File: config.mk
export PLATFORM = sky130hd
export DESIGN_NAME = ex_stage_pipelined
export DESIGN_NICKNAME = d
export VERILOG_FILES = /design/src/rtl/ex_stage_pipelined.sv
export SDC_FILE = /design/constraint.sdc
export NUM_CORES = 1
export LEC_CHECK = 0
export ABC_AREA = 1
export BUFFER_PORTS_ARGS = -buffer_cell sky130_fd_sc_hd__buf_2
export CORE_MARGIN = 2
export CORE_UTILIZATION = 53
export DETAILED_ROUTE_END_ITERATION = 6
export PLACE_DENSITY = 0.89
export SLEW_MARGIN = 5
export SYNTH_ARGS = -nofsm -noshare
export SYNTH_HDL_FRONTEND = slang
export SYNTH_SLANG_ARGS = --single-unit
File: constraint.sdc
create_clock -name clock -period 2.7 [get_ports clock]
set_clock_uncertainty 0.1 [all_clocks]
set_input_delay 0.54 -clock clock [delete_from_list [all_inputs] [get_ports clock]]
set_output_delay 0.54 -clock clock [all_outputs]
set_load 0.03 [all_outputs]
File: src/rtl/ex_stage_pipelined.sv
// Execute stage: forwarding, ALU control, ALU, branch-target adder, destination select,
// and a WIDTH-cycle shift-add multiplier. Owns the EX/MEM register; stalls upstream while multiplying.
module ex_stage_pipelined #(
  parameter int unsigned WIDTH   = 16,
  parameter int unsigned RADDR_W = 3
) (
  input  logic               clock,
  input  logic               reset,
  input  logic               in_valid,
  input  logic               flush,
  input  logic [WIDTH-1:0]   pc_next,
  input  logic [WIDTH-1:0]   rs_data,
  input  logic [WIDTH-1:0]   rt_data,
  input  logic [WIDTH-1:0]   imm,
  input  logic [RADDR_W-1:0] rt_addr,
  input  logic [RADDR_W-1:0] rd_addr,
  input  logic               alu_src,
  input  logic [1:0]         alu_op,
  input  logic               reg_dst,
  input  logic [1:0]         fwd_a,
  input  logic [1:0]         fwd_b,
  input  logic [WIDTH-1:0]   fwd_mem,
  input  logic [WIDTH-1:0]   fwd_wb,
  output logic               stall,
  output logic               out_valid,
  output logic [WIDTH-1:0]   alu_result,
  output logic               zero,
  output logic [WIDTH-1:0]   branch_tgt,
  output logic [WIDTH-1:0]   store_data,
  output logic [RADDR_W-1:0] dest_reg
);

  localparam int unsigned CNT_W = $clog2(WIDTH + 1);

  localparam logic [2:0] FN_ADD = 3'b000;
  localparam logic [2:0] FN_SUB = 3'b001;
  localparam logic [2:0] FN_AND = 3'b010;
  localparam logic [2:0] FN_OR  = 3'b011;
  localparam logic [2:0] FN_SLT = 3'b100;
  localparam logic [2:0] FN_MUL = 3'b101;
  localparam logic [2:0] FN_XOR = 3'b110;
  localparam logic [2:0] FN_NOR = 3'b111;

  typedef enum logic {IDLE, BUSY} state_t;

  state_t             state;
  logic [CNT_W-1:0]   count;
  logic [WIDTH-1:0]   mcand;
  logic [WIDTH-1:0]   mplier;
  logic [WIDTH-1:0]   acc;

  logic [WIDTH-1:0]   op_a;
  logic [WIDTH-1:0]   fwd_rt;
  logic [WIDTH-1:0]   op_b;
  logic [2:0]         alu_fn;
  logic [WIDTH-1:0]   alu_res;
  logic [WIDTH-1:0]   tgt;
  logic [RADDR_W-1:0] dest;
  logic [WIDTH-1:0]   acc_next;

  assign stall = (state == BUSY);

  // Operand forwarding and B-source select
  always_comb begin
    op_a   = rs_data;
    fwd_rt = rt_data;
    case (fwd_a)
      2'b01:   op_a = fwd_mem;
      2'b10:   op_a = fwd_wb;
      default: op_a = rs_data;
    endcase
    case (fwd_b)
      2'b01:   fwd_rt = fwd_mem;
      2'b10:   fwd_rt = fwd_wb;
      default: fwd_rt = rt_data;
    endcase
    op_b = alu_src ? imm : fwd_rt;
  end

  // ALU control and single-cycle ALU
  always_comb begin
    alu_fn  = FN_ADD;
    alu_res = '0;
    case (alu_op)
      2'b01:   alu_fn = FN_SUB;
      2'b10:   alu_fn = imm[2:0];
      default: alu_fn = FN_ADD;
    endcase
    case (alu_fn)
      FN_ADD:  alu_res = op_a + op_b;
      FN_SUB:  alu_res = op_a - op_b;
      FN_AND:  alu_res = op_a & op_b;
      FN_OR:   alu_res = op_a | op_b;
      FN_SLT:  alu_res = WIDTH'($signed(op_a) < $signed(op_b));
      FN_XOR:  alu_res = op_a ^ op_b;
      FN_NOR:  alu_res = ~(op_a | op_b);
      default: alu_res = '0;
    endcase
  end

  assign tgt      = pc_next + {imm[WIDTH-2:0], 1'b0};
  assign dest     = reg_dst ? rd_addr : rt_addr;
  assign acc_next = acc + (mplier[0] ? mcand : '0);

  // Multiplier FSM and EX/MEM register; flush overrides accept and completion
  always_ff @(posedge clock or negedge reset) begin
    if (!reset) begin
      state      <= IDLE;
      count      <= '0;
      mcand      <= '0;
      mplier     <= '0;
      acc        <= '0;
      out_valid  <= 1'b0;
      alu_result <= '0;
      zero       <= 1'b0;
      branch_tgt <= '0;
      store_data <= '0;
      dest_reg   <= '0;
    end else begin
      out_valid <= 1'b0;
      if (flush) begin
        state <= IDLE;
        count <= '0;
      end else begin
        case (state)
          IDLE: begin
            if (in_valid) begin
              branch_tgt <= tgt;
              store_data <= fwd_rt;
              dest_reg   <= dest;
              if (alu_fn == FN_MUL) begin
                mcand  <= op_a;
                mplier <= op_b;
                acc    <= '0;
                count  <= CNT_W'(WIDTH);
                state  <= BUSY;
              end else begin
                alu_result <= alu_res;
                zero       <= (alu_res == '0);
                out_valid  <= 1'b1;
              end
            end
          end
          BUSY: begin
            acc    <= acc_next;
            mcand  <= mcand << 1;
            mplier <= mplier >> 1;
            count  <= count - CNT_W'(1);
            if (count == CNT_W'(1)) begin
              alu_result <= acc_next;
              zero       <= (acc_next == '0);
              out_valid  <= 1'b1;
              state      <= IDLE;
            end
          end
          default: state <= IDLE;
        endcase
      end
    end
  end

endmodule

=== Word level (Yosys, flattened, before mapping) ===
Cells that the tools add are included.

* Register bits: 107
* Input port bits: 114
* Word-level logic and storage cells: 88

* Add/sub/neg operators: 5
* $lt $le $gt $ge: 1
* Equality and inequality tests: 20
* Multiplexer cells: 38
* Bitwise gates (word level): 6
* Reduce and logical (&&, ||, !) cells: 7

{| class="wikitable"
|+ Operator list
! cell !! number
|-
| 16-bit one-hot mux with 2 select lines || 6
|-
| 16-bit 2-to-1 mux || 11
|-
| 16-bit one-hot mux with 7 select lines || 1
|-
| 16-bit adder || 3
|-
| 16-bit zero test || 2
|-
| 16-bit bitwise AND || 1
|-
| 16-bit < comparator || 1
|-
| 16-bit NOT || 1
|-
| 16-bit OR || 1
|-
| 16-bit subtractor || 1
|-
| 16-bit bitwise XOR || 1
|-
| 5-bit 2-to-1 mux || 3
|-
| 3-bit == test, second input constant || 4
|-
| 1-bit 2-to-1 mux || 11
|-
| 5-bit one-hot mux with 2 select lines || 1
|-
| 2-bit by 1-bit == test with 1-bit output, second input constant || 3
|-
| 2-bit == test, second input constant || 3
|-
| 3-bit by 2-bit == test with 1-bit output, second input constant || 2
|-
| 2-bit inequality test, second input constant || 3
|-
| 3-bit inequality test, second input constant || 2
|-
| 1-bit one-hot mux with 2 select lines || 3
|-
| 3-bit one-hot mux with 2 select lines || 1
|-
| 3-bit AND reduction || 2
|-
| 5-bit by 1-bit == test with 1-bit output, second input constant || 1
|-
| 8 further kinds || 9
|}

=== Depth between registers and ports, before layout ===
* Depth in word-level cells: 10
* Gate-level depth with buffers: 30

=== Worst setup path before layout ===
OpenSTA, ideal clock, no wires.

* Kind: input-to-reg
* Start: input fwd_b[0]
* End: register zero
* Library setup time: 0.065 ns
* Arrival: 3.610 ns
* Required time: 2.535 ns
* Slack: -1.076 ns
* Cell stages on the path: 23
* Path through: inv_1 ha_1 buf_2 inv_2 clkbuf_1 nor2_1 a21oi_1 inv_1 o21ai_0 inv_1 ha_1 inv_1 a21oi_1 o21ai_0 a21boi_0 nand3_1 nand3_1 nand3_1 nor3_1 nand3_1 nand2_1 nand2_1 nand2_1

* Longest elaborated chain between the ends: 10
* Elaborated cells between the ends (all ways): 16

{| class="wikitable"
|+ RTL lines
! item !! line !! source
|-
| start: declaration || 21 || <nowiki>input logic [1:0] fwd_b,</nowiki>
|-
| 2-bit == test / 2-bit by 1-bit == test with 1-bit output (equally long branches) || 72 || <nowiki>case (fwd_b)</nowiki>
|-
| 16-bit one-hot mux with 2 select lines (*) || 72 ||
|-
| 16-bit 2-to-1 mux (*) || 77 || <nowiki>op_b = alu_src ? imm : fwd_rt;</nowiki>
|-
| branches (longest 2 deep; another with 16-bit subtractor) || - ||
|-
| 16-bit one-hot mux with 7 select lines (*) || 89 || <nowiki>case (alu_fn)</nowiki>
|-
| 16-bit zero test (*) || 139 || <nowiki>zero <= (alu_res == '0);</nowiki>
|-
| 1-bit 2-to-1 mux (*) || 131 || <nowiki>if (alu_fn == FN_MUL) begin</nowiki>
|-
| 1-bit 2-to-1 mux (*) || 127 || <nowiki>if (in_valid) begin</nowiki>
|-
| 1-bit one-hot mux with 2 select lines (*) || 125 || <nowiki>case (state)</nowiki>
|-
| end signal: assignment || 139 ||
|-
| end signal: assignment || 151 || <nowiki>zero <= (acc_next == '0);</nowiki>
|-
| end: declaration || 27 || <nowiki>output logic zero,</nowiki>
|}

Every way passes the cells marked *. The select of a mux whose other input is x is not followed.
A chain may end at the register's enable or synchronous reset.

=== Worst setup path after layout ===
* Start: input fwd_a[0]
* End: register zero

* Longest elaborated chain between the ends: 9
* Elaborated cells between the ends (all ways): 15

{| class="wikitable"
|+ RTL lines
! item !! line !! source
|-
| start: declaration || 20 || <nowiki>input logic [1:0] fwd_a,</nowiki>
|-
| 2-bit == test / 2-bit by 1-bit == test with 1-bit output (equally long branches) || 67 || <nowiki>case (fwd_a)</nowiki>
|-
| 16-bit one-hot mux with 2 select lines (*) || 67 ||
|-
| branches (longest 2 deep; another with 16-bit subtractor) || - ||
|-
| 16-bit one-hot mux with 7 select lines (*) || 89 ||
|-
| 16-bit zero test (*) || 139 ||
|-
| 1-bit 2-to-1 mux (*) || 131 ||
|-
| 1-bit 2-to-1 mux (*) || 127 ||
|-
| 1-bit one-hot mux with 2 select lines (*) || 125 ||
|}

Marked as above.

==> report_table.html <==
<table>
<tr><th>Metric</th><th>Value</th></tr>
<tr><th colspan="2">Logic synthesis</th></tr>
<tr><td>Cell type with the highest aggregate area in the netlist</td><td>dfrtp_1</td></tr>
<tr><td>Synth top area share</td><td>0.274</td></tr>
<tr><td>Gate count after technology mapping</td><td>~1.5k</td></tr>
<tr><td>Number of flops mapped to enable cells by yosys</td><td>0</td></tr>
<tr><td>Largest cells by area after synthesis</td><td>dfrtp_1 (27%), nand2_1 (14%), ha_1 (12%), inv_1 (8.3%), a21oi_1 (6.7%)</td></tr>
<tr><td>Sequential area share after synthesis</td><td>0.274</td></tr>
<tr><td>Post-synthesis instance area</td><td>~9800 µm²</td></tr>
<tr><td>Count of yosys warnings during synthesis</td><td>0</td></tr>
<tr><td>Register bit total from synthesis</td><td>between 100 and 150</td></tr>
<tr><td>FFs w/ async S/R, synth</td><td>1.00</td></tr>
<tr><td>Post-synthesis average cell area</td><td>around 6.6 µm²</td></tr>
<tr><td>Post-synthesis net count</td><td>between 1.5k and 2k</td></tr>
<tr><td>Synth cell types</td><td>50</td></tr>
<tr><td>Ys flop type</td><td>dfrtp_1</td></tr>
<tr><th colspan="2">Floorplanning</th></tr>
<tr><td>Effective utilization at floorplan</td><td>0.542</td></tr>
<tr><td>Row cnt</td><td>slightly below 50</td></tr>
<tr><td>Vert. Die Dim</td><td>about 140 µm</td></tr>
<tr><td>I/O pin count</td><td>about 170</td></tr>
<tr><td>Die Width</td><td>140 µm</td></tr>
<tr><td>Core outline area</td><td>~18000 µm²</td></tr>
<tr><td>DIE AREA</td><td>a little under 20000 µm²</td></tr>
<tr><th colspan="2">Clocking</th></tr>
<tr><td>Clock tree root buffer cell</td><td>clkbuf_16</td></tr>
<tr><td>Hold-fix buffers at CTS</td><td>0</td></tr>
<tr><td>Buffers from clock root to sink, at most</td><td>2</td></tr>
<tr><td>Total clock sinks</td><td>107</td></tr>
<tr><td>H-tree levels</td><td>3</td></tr>
<tr><td>Clock slew at the register clock pins of the worst setup and hold paths</td><td>80 ps</td></tr>
<tr><td>Clock tree from TritonCTS</td><td>yes</td></tr>
<tr><td>Clock latency on the worst-skew pair</td><td>between 300 and 400 ps</td></tr>
<tr><td>TritonCTS Buffers</td><td>9</td></tr>
<tr><th colspan="2">Final layout</th></tr>
<tr><td>Summed area of non-filler cells in the final layout</td><td>between 15000 and 20000 µm²</td></tr>
<tr><td>Seq. cell area</td><td>between 2000 and 3000 µm²</td></tr>
<tr><td>Number of filler instances in the final layout</td><td>just over 1k</td></tr>
<tr><td>Share of final-layout standard cells stronger than drive strength 1</td><td>0.444</td></tr>
<tr><td>Fin nets</td><td>2150</td></tr>
<tr><td>Post-layout util</td><td>0.849</td></tr>
<tr><td>Synth-to-Final Area Change</td><td>56.6%</td></tr>
<tr><td>Total area of multi-input combinational cells</td><td>approximately 7500 µm²</td></tr>
<tr><th colspan="2">Status</th></tr>
<tr><td>Result of the run</td><td>finished with violations</td></tr>
<tr><td>Violated checks</td><td>design-rule violations, negative setup slack</td></tr>
<tr><th colspan="2">Timing</th></tr>
<tr><td>Post-route worst setup slack</td><td>-769 ps</td></tr>
<tr><td>Slew Limit Headroom</td><td>0.486</td></tr>
<tr><td>Fin crit share</td><td>1.28</td></tr>
<tr><td>Slew @ Worst Pin</td><td>roughly 770 ps</td></tr>
<tr><td>Fin crit period</td><td>about 3500 ps</td></tr>
<tr><td>Fmax achieved</td><td>a little under 0.3 GHz</td></tr>
<tr><td>RSZ-0062 raised after global routing</td><td>yes</td></tr>
<tr><td>Final setup violation count</td><td>20</td></tr>
<tr><td>Final Max Slew Viols</td><td>0</td></tr>
<tr><td>Final hold violation count</td><td>0</td></tr>
<tr><td>Final total negative setup slack</td><td>-8330 ps</td></tr>
<tr><th colspan="2">Place</th></tr>
<tr><td>Instance area at placement</td><td>around 13000 µm²</td></tr>
<tr><td>Number of port buffers</td><td>167</td></tr>
<tr><td>HPWL Detailed</td><td>29800 µm</td></tr>
<tr><td>Final estimated routing congestion in global placement</td><td>approximately 1.1</td></tr>
<tr><th colspan="2">Setup path</th></tr>
<tr><td>Crit-path max cell delay</td><td>between 500 and 600 ps</td></tr>
<tr><td>CP Buf/Inv Count</td><td>5</td></tr>
<tr><td>Critical setup path kind</td><td>in2reg</td></tr>
<tr><td>Setup crit end kind</td><td>flip-flop</td></tr>
<tr><td>Chain of cells forming the critical path</td><td>buf_2, inv_2, ha_4, inv_8, buf_4, o21ai_0, ha_4, nor2_4, inv_1, nor2_1, nand2_1, nand2_2, nand2_1, a31oi_1, nand2_1, nor2_1, nand3_1, nor2_2, nand3_1, nand2_1, nand2_1, nand2_1</td></tr>
<tr><td>Type of element launching the critical path</td><td>input port</td></tr>
<tr><td>Data required time of the worst path</td><td>around 2900 ps</td></tr>
<tr><td>Cell repeated most along the worst path</td><td>nand2_1</td></tr>
<tr><td>Critical-path top delay cell</td><td>o21ai_0</td></tr>
<tr><td>Kind of cell adding the most delay to the critical path</td><td>simple AND/OR/NAND/NOR gates</td></tr>
<tr><td>Arrival time reported for the critical path endpoint</td><td>3680 ps</td></tr>
<tr><td>Crit Path Max Fanout</td><td>11</td></tr>
<tr><th colspan="2">Global route</th></tr>
<tr><td>Pin count of the biggest net entering global routing</td><td>57</td></tr>
<tr><td>Number of global-route vias before repair</td><td>between 10k and 15k</td></tr>
<tr><td>First-pass GRT wire length</td><td>64500 µm</td></tr>
<tr><td>Number of antenna violations at the first check in global routing</td><td>3</td></tr>
<tr><td>Global route total overflow</td><td>0</td></tr>
<tr><td>Overall Global Routing Usage</td><td>0.414</td></tr>
<tr><th colspan="2">Flow run</th></tr>
<tr><td>Max_cap viols</td><td>0</td></tr>
<tr><th colspan="2">Route</th></tr>
<tr><td>Top sig layer</td><td>met5</td></tr>
<tr><td>WL final</td><td>46500 µm</td></tr>
<tr><td>Count of nets left with antenna violations after detail routing</td><td>0</td></tr>
<tr><td>Detailed route wirelength on metal2</td><td>between 20000 and 25000 µm</td></tr>
<tr><td>Average wire length per cell after detail routing</td><td>roughly 21 µm</td></tr>
<tr><td>Routed length on met1</td><td>roughly 16000 µm</td></tr>
<tr><td>Post-detailed-route via-to-cell ratio</td><td>slightly above 6</td></tr>
<tr><td>Detailed-route via count</td><td>around 14k</td></tr>
<tr><td>DR WL met3</td><td>between 5000 and 6000 µm</td></tr>
<tr><td>Pre-antenna DRT Iters</td><td>7</td></tr>
<tr><td>Drc violations</td><td>12</td></tr>
<tr><td>First-iteration detailed-routing DRC count</td><td>1619</td></tr>
<tr><th colspan="2">Power and ir drop</th></tr>
<tr><td>Switching Power</td><td>about 3.8 mW</td></tr>
<tr><td>Power density of the placed cells</td><td>561 nW/µm²</td></tr>
<tr><td>Part of the power in the clock network</td><td>0.165</td></tr>
<tr><td>Leakage power figure</td><td>~7.9 nW</td></tr>
<tr><td>Design internal power</td><td>4.76 mW</td></tr>
<tr><td>Combinational cell fraction of total power</td><td>0.588</td></tr>
<tr><td>Sequential Power Share</td><td>0.247</td></tr>
<tr><td>Largest vdd supply drop</td><td>0.607 mV</td></tr>
<tr><td>Switching share of total power</td><td>0.445</td></tr>
<tr><th colspan="2">Worst hold path</th></tr>
<tr><td>Worst min-delay path class</td><td>in2async</td></tr>
</table>
cell usage after synthesis (2+ instances only):
library cell and n:
a22oi_1 2, inv_2 3, buf_4 5, nand3_2 4, a22o_1 5, o21bai_1 7, o21ai_0 112, buf_2 9
nand2_4 5, o22ai_1 19, nand3_1 81, buf_1 5, a21boi_0 2, nand4_1 12, a21oi_2 2, nor2_2 2
clkbuf_1 37, a21oi_1 131, or2_0 2, xor2_1 18, o21a_1 3, inv_1 215, nor3_1 20, dfrtp_1 107
ha_1 90, fa_1 4, or2_2 5, nor2_1 133, o31ai_1 4, nand2_2 8, a221oi_1 6, nor4_1 2
nand2_1 372, a221o_1 2, xnor2_1 3, a31oi_1 25, o221ai_1 8
through the flow:
step | hold slack [ps] | setup WS [ps] | power, mW | std cells
after CTS | 82.3 | -472 | 7.74 | 2144
after global placement | 356 | -1350 | 5.78 | 2092
after global routing | 104 | -839 | 8.93 | 2177
after floorplan | 144 | -554 | 4.21 | 1483
after detailed placement | 360 | -1330 | 5.87 | 2092
final | 61.8 | -769 | 8.58 | 2177
power by group through the flow:
stage	Clock (mW)	Sequential (mW)	Combinational [mW]
CTS	1.39	2.09	4.26
global placement	0	2.10	3.67
detailed placement	0	2.11	3.75
global route	1.47	2.15	5.31
finish	1.41	2.12	5.04
floorplan	0	2.40	1.82
layout make-up:
| cell class | count | area share |
|---|---|---|
| clock inverters | 6 | 0.00474 |
| inverters | 219 | 0.0569 |
| clock buffers | 10 | 0.0150 |
| repair buffers | 505 | 0.240 |
| diodes | 1 | 0.000164 |
| multi-input cells | 1100 | 0.489 |
| flip-flops and latches | 107 | 0.175 |
| well taps | 229 | 0.0187 |
timing repair:
| action | 4_1_cts | 5_1_grt |
|---|---|---|
| setup buffers | 39 | 41 |
| setup endpoints to repair | 18 | 22 |
| cloned | 1 | 1 |
| resized for setup | 216 | 196 |
| pin swaps | 77 | 123 |
cells in the final DEF (no fill, tap or decap), drive strengths merged, types with 5 or more instances in the layout:
cell type / count
nand3: 86
ha: 90
nand2: 385
a221oi: 6
xor2: 18
or2: 8
a22o: 5
nor3: 21
nand4: 12
inv: 220
o21ai: 113
o21bai: 7
nor2: 135
a31oi: 25
o221ai: 8
dfrtp: 107
a21oi: 134
clkbuf: 11
buf: 504
o22ai: 19
per-layer routing:
| layer | vias up | GRT usage |
|---|---|---|
| li1 | 5765 | - |
| met1 | 6169 | 0.479 |
| met2 | 1190 | 0.709 |
| met3 | 442 | 0.0730 |
| met4 | 6 | 0.262 |
| met5 | - | 0.00251 |
cells by family after synthesis:
logic type	Yosys count	synth area share
xor+xnor	21	0.0188
fa+ha+maj	94	0.123
buf+inv	276	0.110
compound gates	334	0.193
flops	107	0.274
simple gates	651	0.280
path summary, 6_finish.rpt:
kind | slack, ps | startpoint | endpoint | depth (start not counted)
worst max-delay path | -770 | fwd_a[0] | zero | 22
worst min-delay path | 60 | reset | branch_tgt[3] | 1
worst max register to register | -300 | mplier[0] | alu_result[15] | 14
worst min register to register | 380 | branch_tgt[12] | branch_tgt[12] | 2
max in group asynchronous | 1690 | reset | mplier[0] | 2
min in group clock | 290 | pc_next[0] | branch_tgt[0] | 3
No activity file was read; power rests on OpenSTA's default activity.
